$ cat config.mk
export PLATFORM = sky130hd
export DESIGN_NAME = ysyx_22050612_ifu
export DESIGN_NICKNAME = d
export VERILOG_FILES = /design/src/rtl/ysyx_22050612_ifu.sv
export SDC_FILE = /design/constraint.sdc
export NUM_CORES = 1
export LEC_CHECK = 0
export BUFFER_PORTS_ARGS = -buffer_cell sky130_fd_sc_hd__buf_4
export CAP_MARGIN = 20
export CORE_MARGIN = 2
export CORE_UTILIZATION = 41
export CTS_BUF_LIST = sky130_fd_sc_hd__clkbuf_2
export DETAILED_ROUTE_END_ITERATION = 7
export PLACE_DENSITY_LB_ADDON = 0.3
export SKIP_LAST_GASP = 1
export SYNTH_ARGS = -nofsm -noshare
export SYNTH_HDL_FRONTEND = slang
export SYNTH_SLANG_ARGS = --single-unit
$ cat constraint.sdc
create_clock -name clk -period 3.99 [get_ports clk]
set_clock_uncertainty 0.15 [all_clocks]
set_input_delay 1.197 -clock clk [delete_from_list [all_inputs] [get_ports clk]]
set_output_delay 1.197 -clock clk [all_outputs]
set_load 0.01 [all_outputs]
$ cat src/rtl/ysyx_22050612_ifu.sv
// Instruction fetch unit: holds the architectural PC, issues one doubleword
// fetch per instruction on a variable-latency memory port, extracts the
// 32-bit word and presents it to execute with a valid/ready handshake.
// The next PC comes from execute (dnpc) at the moment the instruction is taken.
module ysyx_22050612_ifu #(
   parameter logic [63:0] RESET_PC = 64'h8000_0000,
   parameter int unsigned TIMEOUT  = 16
) (
   input  logic        clk,
   input  logic        rst,
   output logic        mem_req_valid,
   input  logic        mem_req_ready,
   output logic [63:0] mem_req_addr,
   input  logic        mem_resp_valid,
   input  logic [63:0] mem_resp_data,
   input  logic        mem_resp_err,
   output logic        inst_valid,
   input  logic        inst_ready,
   output logic [31:0] inst,
   output logic [63:0] inst_pc,
   output logic [1:0]  inst_fault,
   input  logic [63:0] dnpc
);

   // Timer wide enough to hold TIMEOUT-1 with headroom for the increment.
   localparam int unsigned    TW         = $clog2(TIMEOUT) + 1;
   localparam logic [TW-1:0]  TIMER_LAST = TW'(TIMEOUT - 1);
   localparam logic [TW-1:0]  TIMER_ONE  = TW'(1);

   localparam logic [1:0] FAULT_OK    = 2'd0;
   localparam logic [1:0] FAULT_BUS   = 2'd1;
   localparam logic [1:0] FAULT_TMO   = 2'd2;
   localparam logic [1:0] FAULT_ALIGN = 2'd3;

   typedef enum logic [1:0] {
      BOOT = 2'd0,
      REQ  = 2'd1,
      WAIT = 2'd2,
      HOLD = 2'd3
   } state_t;

   state_t         state_r;
   logic [63:0]    pc_r;
   logic [TW-1:0]  timer_r;
   logic [31:0]    inst_r;
   logic [1:0]     fault_r;
   logic           req_valid_r;
   logic           inst_valid_r;

   // The request flag and the instruction-valid flag are kept as registers that
   // are updated together with the state, so they always equal
   // (state==REQ && pc aligned) and (state==HOLD) without combinational decode.
   assign mem_req_valid = req_valid_r;
   assign inst_valid    = inst_valid_r;
   assign mem_req_addr  = {pc_r[63:3], 3'b000};
   assign inst_pc       = pc_r;
   assign inst          = inst_r;
   assign inst_fault    = fault_r;

   // Fetch FSM: PC, timeout timer, captured instruction and handshake flags.
   always_ff @(posedge clk or posedge rst) begin
      if (rst) begin
         state_r      <= BOOT;
         pc_r         <= RESET_PC;
         timer_r      <= '0;
         inst_r       <= 32'h0000_0000;
         fault_r      <= FAULT_OK;
         req_valid_r  <= 1'b0;
         inst_valid_r <= 1'b0;
      end else begin
         case (state_r)
            BOOT: begin
               // A misaligned reset vector is reported at the first REQ like any other.
               state_r     <= REQ;
               req_valid_r <= (pc_r[1:0] == 2'b00);
            end
            REQ: begin
               if (pc_r[1:0] != 2'b00) begin
                  // No bus access for a misaligned PC; present a fault instead.
                  state_r      <= HOLD;
                  inst_r       <= 32'h0000_0000;
                  fault_r      <= FAULT_ALIGN;
                  inst_valid_r <= 1'b1;
               end else if (mem_req_ready) begin
                  state_r     <= WAIT;
                  timer_r     <= '0;
                  req_valid_r <= 1'b0;
               end
            end
            WAIT: begin
               timer_r <= timer_r + TIMER_ONE;
               if (mem_resp_valid) begin
                  // A response in the timeout cycle still wins.
                  state_r      <= HOLD;
                  inst_r       <= pc_r[2] ? mem_resp_data[63:32] : mem_resp_data[31:0];
                  fault_r      <= mem_resp_err ? FAULT_BUS : FAULT_OK;
                  inst_valid_r <= 1'b1;
               end else if (timer_r == TIMER_LAST) begin
                  state_r      <= HOLD;
                  inst_r       <= 32'h0000_0000;
                  fault_r      <= FAULT_TMO;
                  inst_valid_r <= 1'b1;
               end
            end
            HOLD: begin
               // Outputs stay frozen until execute takes the instruction.
               if (inst_ready) begin
                  state_r      <= REQ;
                  pc_r         <= dnpc;
                  inst_valid_r <= 1'b0;
                  req_valid_r  <= (dnpc[1:0] == 2'b00);
               end
            end
            default: begin
               state_r      <= BOOT;
               req_valid_r  <= 1'b0;
               inst_valid_r <= 1'b0;
            end
         endcase
      end
   end

endmodule

==> impl_summary.log, run 1 <==
[metrics] result of the run: complete, no violations
[metrics] Synth area leaders: sky130_fd_sc_hd__dfrtp_1 53%, sky130_fd_sc_hd__mux2_2 15%, sky130_fd_sc_hd__buf_4 9.7%, sky130_fd_sc_hd__mux2i_1 6.7%, sky130_fd_sc_hd__o2bb2ai_1 5.5%
[metrics] DP HPWL: 9.77 mm
[metrics] async set-reset flop share out of synthesis: 1.00
[metrics] remaining number of nets flagged by the antenna check after routing: 0
[metrics] highest clock rate: 0.385 GHz
[metrics] Area growth, synth to finish: 39.4%
[metrics] Final Slew Violations: 0
[metrics] overall die height: 115 um
[metrics] effective utilization at floorplan: 0.421
[metrics] min cycle time layout: 2600 ps
[metrics] Overflow after GRT: 0
[metrics] library cell used as clock root buffer: sky130_fd_sc_hd__clkbuf_2
[metrics] number of buffers and inverters on the critical path: 1
[metrics] count of cell types in the netlist: 36
[metrics] commonest register cell after synthesis: sky130_fd_sc_hd__dfrtp_1
[metrics] part of the Yosys area used for sequential elements: 0.530
[metrics] Clock Latency Late Sink: 540 ps
[metrics] clock buffer depth: 2
[metrics] number of synthesized flops with an enable pin: 0
[metrics] Worst Setup End Kind: output port
[metrics] DP Worst Slack: 1190 ps
[metrics] via count of the first global-routing pass: 3768
[metrics] hold buffer count at CTS: 0
[metrics] mean cell area of the mapped netlist: 13.5 sq um
[metrics] number of warning messages in the yosys log: 0
[metrics] slack of the critical path: 1390 ps
[metrics] buffers inserted by post-CTS timing repair: 0
[metrics] count of port buffers added during placement: 294
[metrics] horizontal die dimension: 115 um
[metrics] number of antenna violations at the first check in global routing: 1
[metrics] synthesized instance count: 374
[metrics] Worst-path clk slew: 250 ps
[metrics] global-route wire length before repair: 18.9 mm
[metrics] vias after detailed routing: 3651
[metrics] cells along the critical path: buf_4
[metrics] core box area: 12000 sq um
[metrics] Worst path top cell family by delay: flip-flops
[metrics] 1st-iter DRT viols: 112
[metrics] Max Fanout on Critical Path: 3
[metrics] Critical Path Source Type: flop
[metrics] largest net degree at the start of global routing: 56
[metrics] max-slew headroom at the worst pin: 0.443
[metrics] cell area after layout: 7040 sq um
[metrics] setup violators final: 0
[metrics] highest-delay cell along the critical path: sky130_fd_sc_hd__dfstp_2
[metrics] First-pass DRT Iterations: 4
[metrics] Lkg Pwr: 3.61 nW
[metrics] number of sinks on the clock net: 107
[metrics] post-synth top area share: 0.525
[metrics] number of max-capacitance violations reported: 0
[metrics] layout cells sized above 1: 0.649
[metrics] number of standard cells in the layout, taps in and fillers out: 758
[metrics] cell taking the most area after synthesis: sky130_fd_sc_hd__dfrtp_1
[metrics] unrepaired setup endpoints after global routing: false
[metrics] number of hold violations in the final report: 0
[metrics] required time of the critical path: 2640 ps
[metrics] CTS tree: built
[metrics] via/cell ratio: 4.82
[metrics] routed len/inst: 16.6 um
[metrics] Cell Count Post-Placement: 741
[metrics] total power density per cell area: 784 nW/um^2
[metrics] Tcrit/Tclk final: 0.652
[metrics] Total GRT Usage: 0.185
[metrics] area enclosed by the die boundary: 13200 sq um
[metrics] Worst Max-Slew Pin Slew: 833 ps
[metrics] IR Drop Worst-Case VDD: 0.000463 V
[metrics] most common cell after layout, fill and taps aside: sky130_fd_sc_hd__buf_4
[metrics] total of flip-flops plus latches after synthesis: 107
[metrics] PostCTS Resize Cnt: 0
[metrics] classification of the worst-slack hold path: reg2reg
[metrics] total number of H-tree levels: 3
[metrics] CP Class: reg2out
[metrics] CTS buffer count: 9
[metrics] Std-Cell Rows: 40
[metrics] number of nets in the layout: 745
[metrics] final wirelength: 12.6 mm
[metrics] Remaining DRCs: 0
[metrics] cell area after placement: 6930 sq um
[metrics] netlist area before placement: 5050 sq um
[metrics] commonest non-fill, non-tap cells in the layout: 297 x sky130_fd_sc_hd__buf_4, 105 x sky130_fd_sc_hd__dfrtp_1, 68 x sky130_fd_sc_hd__mux2_2
[metrics] gp weighted congestion: 0.804
[metrics] I/O pins: 298
[metrics] setup_tns: 0 ps
[metrics] maximum single-stage delay on the critical path: 600 ps
[metrics] Data arrival, critical path: 1250 ps
sequential cells by signal, summed over array words and instances, names as in the netlist:
name / flops
inst_pc: 64
inst: 32
timer_r: 5
inst_fault: 2
state_r: 2
inst_valid: 1
mem_req_valid: 1
cell usage after synthesis, drive strengths merged (2+ instances only):
master / n
a2111oi: 2
a22o: 2
and3: 2
and4bb: 2
buf: 81
dfrtp: 106
ha: 6
inv: 9
mux2: 68
mux2i: 34
nand2: 4
nand3: 2
nor2: 4
nor2b: 2
o2bb2ai: 32
or3b: 2
per-stage QoR:
| stage | utilization | power [mW] | hold slack (ps) |
|---|---|---|---|
| 2_1_floorplan | - | 3.96 | 300 |
| 6_report | 0.586 | 5.52 | 368 |
| 3_5_place_dp | 0.577 | 5.11 | 322 |
| 5_1_grt | 0.586 | 5.90 | 390 |
| 4_1_cts | 0.586 | 5.60 | 373 |
| 3_3_place_gp | 0.577 | 5.02 | 315 |
routing by layer:
layer | global-route usage | share of wire | vias up
met3 | 0.0638 | 0.099 | 14
met4 | 0.0683 | 0.018 | 0
li1 | - | - | 1720
met1 | 0.203 | 0.36 | 1744
met5 | 0 | 0 | -
met2 | 0.329 | 0.52 | 173
where the power goes:
part | internal [mW] | switching (mW)
logic | 1.69 | 1.36
clock network | 0.153 | 0.328
registers | 1.59 | 0.399
total | 3.43 | 2.09
logic make-up after synthesis:
logic type,Yosys count,share of synthesized area
flops,107,0.530
mux,102,0.219
buf+inv,90,0.123
compound gates,45,0.0795
simple gates,23,0.0327
fa+ha+maj,6,0.0149
other cells,1,0.000742
worst register-to-register path: stages (launching register included):
cell	delay, ps
sky130_fd_sc_hd__dfrtp_1	450
sky130_fd_sc_hd__inv_1	90
sky130_fd_sc_hd__ha_1	330
sky130_fd_sc_hd__or3b_4	330
sky130_fd_sc_hd__nand4_2	660
sky130_fd_sc_hd__o2bb2ai_1	390
final timing paths:
path,startpoint,endpoint,slack (ps),depth (start not counted)
max in group asynchronous,rst,state_r[1]$_DFFE_PP0P_,2360,3
worst max register to register,state_r[1]$_DFFE_PP0P_,inst[8]$_DFFE_PP0P_,1520,5
worst min-delay path,timer_r[4]$_DFFE_PP0P_,timer_r[4]$_DFFE_PP0P_,370,1
min in group asynchronous,rst,inst_pc[42]$_DFFE_PP0P_,560,2
worst max-delay path,inst_pc[31]$_DFFE_PP1P_,inst_pc[31],1390,1
worst min register to register,timer_r[4]$_DFFE_PP0P_,timer_r[4]$_DFFE_PP0P_,370,1
cell type report:
| type | instances | area [sq um] |
|---|---|---|
| fillers | 994 | 4970 |
| flip-flops and latches | 107 | 2680 |
| repair buffers | 299 | 2270 |
| multi-input cells | 179 | 1760 |
| well taps | 147 | 184 |
| clock buffers | 13 | 65.1 |
| clock inverters | 3 | 38.8 |
| inverters | 9 | 37.5 |
| diodes | 1 | 2.50 |
(Power assumes the default switching activity.)
==> run 2, diff against run 1 <==
==> constraint.sdc (replaced) <==
create_clock -name clk -period 2.3 [get_ports clk]
set_clock_uncertainty 0.15 [all_clocks]
set_input_delay 0.69 -clock clk [delete_from_list [all_inputs] [get_ports clk]]
set_output_delay 0.69 -clock clk [all_outputs]
set_load 0.01 [all_outputs]
==> run 2 against run 1 <==
  * Sequential power rose by 75%
  * Sequential share of layout area is 0.68 points lower
  * Critical path type unchanged
  * Clock-buffer cell count shrank 2
  * Largest power group unchanged
  * Critical endpoint is now inst_pc[2]
  * Flip-flop and latch count did not move
==> impl_summary.log, run 2 (synthesis gave the netlist of run 1 again) <==
[metrics] layout cells sized above 1: 0.653 (+0.00398)
[metrics] worst hold-check slack: 114 ps (-254 ps)
[metrics] cell area after placement: 7010 sq um (+1.1%)
[metrics] number of max-capacitance violations reported: 0 (unchanged)
[metrics] commonest non-fill, non-tap cells in the layout: 302 x sky130_fd_sc_hd__buf_4, 105 x sky130_fd_sc_hd__dfrtp_1, 68 x sky130_fd_sc_hd__mux2_2
[metrics] number of buffers and inverters on the critical path: 1 (unchanged)
[metrics] power spent charging and discharging nets: 3.69 mW (+77%)
[metrics] Tcrit/Tclk final: 0.928
[metrics] Sw Ratio: 0.370 (-0.00821)
[metrics] Data arrival, critical path: 1290 ps (+40 ps)
[metrics] Total GRT Usage: 0.187 (+0.00207)
[metrics] number of standard cells in the layout, taps in and fillers out: 764 (+0.79%)
[metrics] slack of the critical path: 166 ps (-1220 ps)
[metrics] maximum single-stage delay on the critical path: 570 ps (-30 ps)
[metrics] effective utilization at floorplan: 0.421 (unchanged)
[metrics] global-route wire length before repair: 19.2 mm (+2.0%)
[metrics] Register-to-Register Setup Slack: 180 ps (-1340 ps)
[metrics] logic depth of the worst register-to-register path: 7 (+2)
[metrics] classification of the worst-slack hold path: in2async
[metrics] horizontal die dimension: 115 um (unchanged)
[metrics] via count of the first global-routing pass: 3862 (+2.5%)
[metrics] number of hold violations in the final report: 0 (unchanged)
[metrics] core box area: 12000 sq um (unchanged)
[metrics] total power of the final layout: 9.98 mW (+81%)
[metrics] CTS tree: built
[metrics] flip-flop count of the largest register, all copies and words added: 64 (unchanged)
[metrics] Remaining DRCs: 0 (unchanged)
[metrics] highest clock rate: 0.469 GHz
[metrics] Crit Reg-Reg Startpoint: timer_r[0]$_DFFE_PP0P_
[metrics] internal power of the cells: 6.29 mW (+83%)
[metrics] I/O pins: 298 (unchanged)
[metrics] overall die height: 115 um (unchanged)
[metrics] DP Worst Slack: 222 ps (-969 ps)
[metrics] library cell used as clock root buffer: sky130_fd_sc_hd__clkbuf_2
[metrics] Area growth, synth to finish: 41.9%
[metrics] count of port buffers added during placement: 294 (unchanged)
[metrics] DP HPWL: 9.90 mm (+1.3%)
[metrics] area enclosed by the die boundary: 13200 sq um (unchanged)
[metrics] via/cell ratio: 4.87 (+1.2%)
[metrics] Cell Count Post-Placement: 748 (+0.94%)
[metrics] unrepaired setup endpoints after global routing: false
[metrics] most common cell after layout, fill and taps aside: sky130_fd_sc_hd__buf_4
[metrics] vias after detailed routing: 3724 (+2.0%)
[metrics] max-slew headroom at the worst pin: 0.636 (+0.193)
[metrics] cell area after layout: 7170 sq um (+1.8%)
[metrics] Max Fanout on Critical Path: 8 (+5)
[metrics] IR Drop Worst-Case VDD: 0.000712 V (+54%)
[metrics] Critical Path Source Type: flop
[metrics] routed len/inst: 16.7 um (+0.62%)
[metrics] end-of-flow core utilization: 0.597 (+0.0106)
[metrics] Final Slew Violations: 0 (unchanged)
[metrics] highest-delay cell along the critical path: sky130_fd_sc_hd__dfrtp_2
[metrics] remaining number of nets flagged by the antenna check after routing: 0 (unchanged)
[metrics] gp weighted congestion: 0.778 (-3.3%)
[metrics] Combinational Power Share: 0.544 (-0.008)
[metrics] critical register-to-register path endpoint: inst[24]$_DFFE_PP0P_
[metrics] First-pass DRT Iterations: 4 (unchanged)
[metrics] cells along the critical path: buf_4
[metrics] Worst-path clk slew: 280 ps (+30 ps)
[metrics] hold buffer count at CTS: 0 (unchanged)
[metrics] Worst Setup End Kind: output port
[metrics] final wirelength: 12.8 mm (+1.4%)
[metrics] number of antenna violations at the first check in global routing: 0 (-1)
[metrics] buffers inserted by post-CTS timing repair: 0 (unchanged)
[metrics] min cycle time layout: 2130 ps
[metrics] number of sinks on the clock net: 107 (unchanged)
[metrics] PostCTS Resize Cnt: 0 (unchanged)
[metrics] Worst Max-Slew Pin Slew: 547 ps (-287 ps)
[metrics] required time of the critical path: 1460 ps (-1180 ps)
[metrics] result of the run: complete, no violations
[metrics] largest net degree at the start of global routing: 108 (+93%)
[metrics] Std-Cell Rows: 40 (unchanged)
[metrics] portion of total power attributed to sequential cells: 0.350 (-0.011)
[metrics] 1st-iter DRT viols: 129 (+15%)
[metrics] Lkg Pwr: 3.67 nW (+1.6%)
[metrics] setup_tns: 0 ps (unchanged)
[metrics] Overflow after GRT: 0 (unchanged)
[metrics] Clock Latency Late Sink: 550 ps (about the same)
[metrics] number of nets in the layout: 752 (+0.94%)
[metrics] total power density per cell area: 1390 nW/um^2 (+78%)
[metrics] CP Class: reg2out
[metrics] total number of H-tree levels: 3 (unchanged)
[metrics] clock buffer depth: 2 (unchanged)
[metrics] diode insertion count for antenna repair: 0 (-1)
[metrics] Clk pwr share: 0.106 (+0.019)
[metrics] setup violators final: 0 (unchanged)
[metrics] Worst path top cell family by delay: flip-flops
[metrics] CTS buffer count: 9 (unchanged)
## run 2: cell types whose count changed in the layout (fill, tap and decap cells not counted)
cell / before / now
sky130_fd_sc_hd__bufinv_16: 1 / 3
sky130_fd_sc_hd__clkinv_2: 1 / 0
sky130_fd_sc_hd__clkbuf_2: 13 / 11
sky130_fd_sc_hd__diode_2: 1 / 0
sky130_fd_sc_hd__buf_4: 297 / 302
sky130_fd_sc_hd__clkinvlp_4: 1 / 2
sky130_fd_sc_hd__buf_12: 2 / 4
## run 2: per-layer routing
| layer | vias up | GRT usage | routed length [um] |
|---|---|---|---|
| met5 | - | 0 | 0 |
| met4 | 0 | 0.0643 | 250 |
| met3 | 15 | 0.0622 | 1190 |
| met2 | 177 | 0.336 | 6610 |
| met1 | 1804 | 0.206 | 4710 |
| li1 | 1728 | - | - |
## run 2: how the worst max path moves through the flow
stage                                start                        end  slack (ps)  cells after the start
CTS                 inst_pc[2]$_DFFE_PP0P_                 inst_pc[2]          90                      1
global placement    timer_r[0]$_DFFE_PP0P_  inst_fault[1]$_DFFE_PP0P_         270                      7
global route        inst_pc[2]$_DFFE_PP0P_                 inst_pc[2]          40                      1
detailed placement  timer_r[0]$_DFFE_PP0P_  inst_fault[1]$_DFFE_PP0P_         220                      7
floorplan                              rst        inst[0]$_DFFE_PP0P_         170                      1
finish              inst_pc[2]$_DFFE_PP0P_                 inst_pc[2]         170                      1
## run 2: power by group through the flow
stage          combinational [mW]  clock [mW]  sequential [mW]
6_report                     5.43        1.06             3.49
3_3_place_gp                 5.39           0             3.49
4_1_cts                      5.51        1.10             3.51
5_1_grt                      5.83        1.19             3.62
3_5_place_dp                 5.52           0             3.53
2_1_floorplan                3.12           0             3.74
## run 2: final cells by class
cell class                 instances  area, sq um
multi-input combinational        179         1760
timing repair buffer             306         2350
fill                             998         4840
clock inverter                     5          101
sequential                       107         2680
inverter                           9         37.5
clock buffer                      11         55.1
tap                              147          184
==> run 3, diff against run 2 <==
--- a/config.mk
+++ b/config.mk
@@ -11,7 +11,7 @@
 export CORE_UTILIZATION = 41
 export CTS_BUF_LIST = sky130_fd_sc_hd__clkbuf_2
 export DETAILED_ROUTE_END_ITERATION = 7
-export PLACE_DENSITY_LB_ADDON = 0.3
+export PLACE_DENSITY = 0.81
 export SKIP_LAST_GASP = 1
 export SYNTH_ARGS = -nofsm -noshare
 export SYNTH_HDL_FRONTEND = slang
==> run 3 against run 2 <==
  * Die area unchanged
  * Critical path type unchanged
  * Fmax up 0.63%
  * Register-to-register slack better by 90 ps
  * Critical endpoint is now inst_pc[31]
  * Largest cell class unchanged
==> impl_summary.log, run 3 (synthesis gave the netlist of run 1 again) <==
[metrics] flip-flop count of the largest register, all copies and words added: 64 (unchanged)
[metrics] total of fill cells in the finished design: 971 (-2.7%)
[metrics] First-pass DRT Iterations: 4 (unchanged)
[metrics] Tcrit/Tclk final: 0.922 (-0.00580)
[metrics] number of antenna violations at the first check in global routing: 0 (unchanged)
[metrics] number of hold violations in the final report: 0 (unchanged)
[metrics] Clock Latency Late Sink: 550 ps (about the same)
[metrics] unrepaired setup endpoints after global routing: false
[metrics] highest clock rate: 0.472 GHz (+0.63%)
[metrics] library cell used as clock root buffer: sky130_fd_sc_hd__clkbuf_2
[metrics] highest-delay cell along the critical path: sky130_fd_sc_hd__dfstp_2
[metrics] number of sinks on the clock net: 107 (unchanged)
[metrics] Remaining DRCs: 0 (unchanged)
[metrics] Worst Setup End Kind: output port
[metrics] setup violators final: 0 (unchanged)
[metrics] Final Slew Violations: 0 (unchanged)
[metrics] min cycle time layout: 2120 ps (-13.3 ps)
[metrics] effective utilization at floorplan: 0.421 (unchanged)
[metrics] cells along the critical path: buf_4
[metrics] vias after detailed routing: 3745 (+0.56%)
[metrics] routed len/inst: 17.2 um (+2.9%)
[metrics] sequential cell area: 2680 sq um (about the same)
[metrics] maximum single-stage delay on the critical path: 620 ps (+50 ps)
[metrics] number of standard cells in the layout, taps in and fillers out: 762 (-0.26%)
[metrics] Overflow after GRT: 0 (unchanged)
[metrics] clock buffer depth: 2 (unchanged)
[metrics] via/cell ratio: 4.91 (+0.83%)
[metrics] CTS tree: built
[metrics] via count of the first global-routing pass: 3682 (-4.7%)
[metrics] 1st-iter DRT viols: 200 (+55%)
[metrics] result of the run: complete, no violations
[metrics] Worst-path clk slew: 300 ps (+20 ps)
[metrics] multi-input logic area: 1760 sq um (unchanged)
[metrics] I/O pins: 298 (unchanged)
[metrics] total number of H-tree levels: 3 (unchanged)
[metrics] Critical Path Source Type: flop
[metrics] core box area: 12000 sq um (unchanged)
[metrics] Worst path top cell family by delay: flip-flops
[metrics] Std-Cell Rows: 40 (unchanged)
[metrics] gp weighted congestion: 0.783 (+0.62%)
[metrics] Data arrival, critical path: 1280 ps (about the same)
[metrics] number of buffers and inverters on the critical path: 1 (unchanged)
[metrics] DP HPWL: 10.3 mm (+3.9%)
[metrics] horizontal die dimension: 115 um (unchanged)
[metrics] number of max-capacitance violations reported: 0 (unchanged)
[metrics] Max Fanout on Critical Path: 3 (-5)
[metrics] final wirelength: 13.1 mm (+2.7%)
[metrics] most common cell after layout, fill and taps aside: sky130_fd_sc_hd__buf_4
[metrics] Total GRT Usage: 0.186 (-0.000434)
[metrics] area enclosed by the die boundary: 13200 sq um (unchanged)
[metrics] required time of the critical path: 1460 ps (about the same)
[metrics] CTS buffer count: 9 (unchanged)
[metrics] remaining number of nets flagged by the antenna check after routing: 0 (unchanged)
[metrics] global-route wire length before repair: 19.1 mm (-0.83%)
[metrics] overall die height: 115 um (unchanged)
[metrics] IR Drop Worst-Case VDD: 0.000774 V (+8.8%)
[metrics] number of nets in the layout: 750 (-0.27%)
[metrics] cell area after placement: 6990 sq um (-0.25%)
[metrics] count of port buffers added during placement: 294 (unchanged)
[metrics] commonest non-fill, non-tap cells in the layout: 298 x sky130_fd_sc_hd__buf_4, 105 x sky130_fd_sc_hd__dfrtp_1, 68 x sky130_fd_sc_hd__mux2_2
[metrics] Cell Count Post-Placement: 744 (-0.53%)
[metrics] diode insertion count for antenna repair: 0 (unchanged)
[metrics] largest net degree at the start of global routing: 55 (-49%)
[metrics] layout cells sized above 1: 0.652 (-0.00113)
[metrics] total power density per cell area: 1390 nW/um^2 (-0.50%)
[metrics] worst hold-check slack: 168 ps (+54.3 ps)
[metrics] classification of the worst-slack hold path: in2reg
[metrics] slack of the critical path: 179 ps (+13.3 ps)
[metrics] setup_tns: 0 ps (unchanged)
[metrics] Area growth, synth to finish: 41.6%
[metrics] CP Class: reg2out
[metrics] Lkg Pwr: 3.66 nW (-0.31%)
[metrics] cell area after layout: 7150 sq um (-0.19%)
[metrics] DP Worst Slack: 300 ps (+78.2 ps)
-- run 3: layer usage --
layer	up-vias	wire length (um)	GRT usage
met4	0	166	0.0562
met3	14	1020	0.0459
met1	1821	5010	0.216
li1	1734	-	-
met2	176	6900	0.339
met5	-	0	0
-- run 3: per-stage QoR --
stage / total power, mW / utilization
after detailed placement: 9.03 / 0.582
final: 9.91 / 0.596
after floorplan: 6.87 / -
after global placement: 8.84 / 0.582
after CTS: 10.0 / 0.596
after global routing: 10.5 / 0.596
-- run 3: path summary, 6_finish.rpt --
path | from | endpoint | slack (ps) | depth (start not counted)
worst min-delay path | dnpc[45] | inst_pc[45]$_DFFE_PP0P_ | 170 | 2
max in group asynchronous | rst | inst_pc[31]$_DFFE_PP1P_ | 1090 | 4
worst max register to register | timer_r[0]$_DFFE_PP0P_ | inst[27]$_DFFE_PP0P_ | 270 | 7
worst min register to register | timer_r[4]$_DFFE_PP0P_ | timer_r[4]$_DFFE_PP0P_ | 370 | 1
min in group asynchronous | rst | inst[1]$_DFFE_PP0P_ | 580 | 4
worst max-delay path | inst_pc[31]$_DFFE_PP1P_ | inst_pc[31] | 180 | 1
-- run 3: power by group --
| group | leakage, nW | total, mW | switching, mW | internal, mW |
|---|---|---|---|---|
| combinational | 2.25 | 5.42 | 2.38 | 3.04 |
| sequential | 1.33 | 3.51 | 0.741 | 2.77 |
| clock | 0.0821 | 0.979 | 0.613 | 0.366 |
-- run 3: area by class of cell --
type	instances	area share
repair buffers	304	0.328
multi-input cells	179	0.246
flip-flops and latches	107	0.375
inverters	9	0.00525
clock buffers	10	0.00700
clock inverters	6	0.0126
well taps	147	0.0257
-- run 3: timing repair --
action / in CTS / in global routing
resized for setup: 1 / 0
setup buffers: 1 / 0
setup endpoints to repair: 1 / 0
hold buffers: 1 / 0
hold endpoints to repair: 73 / 0
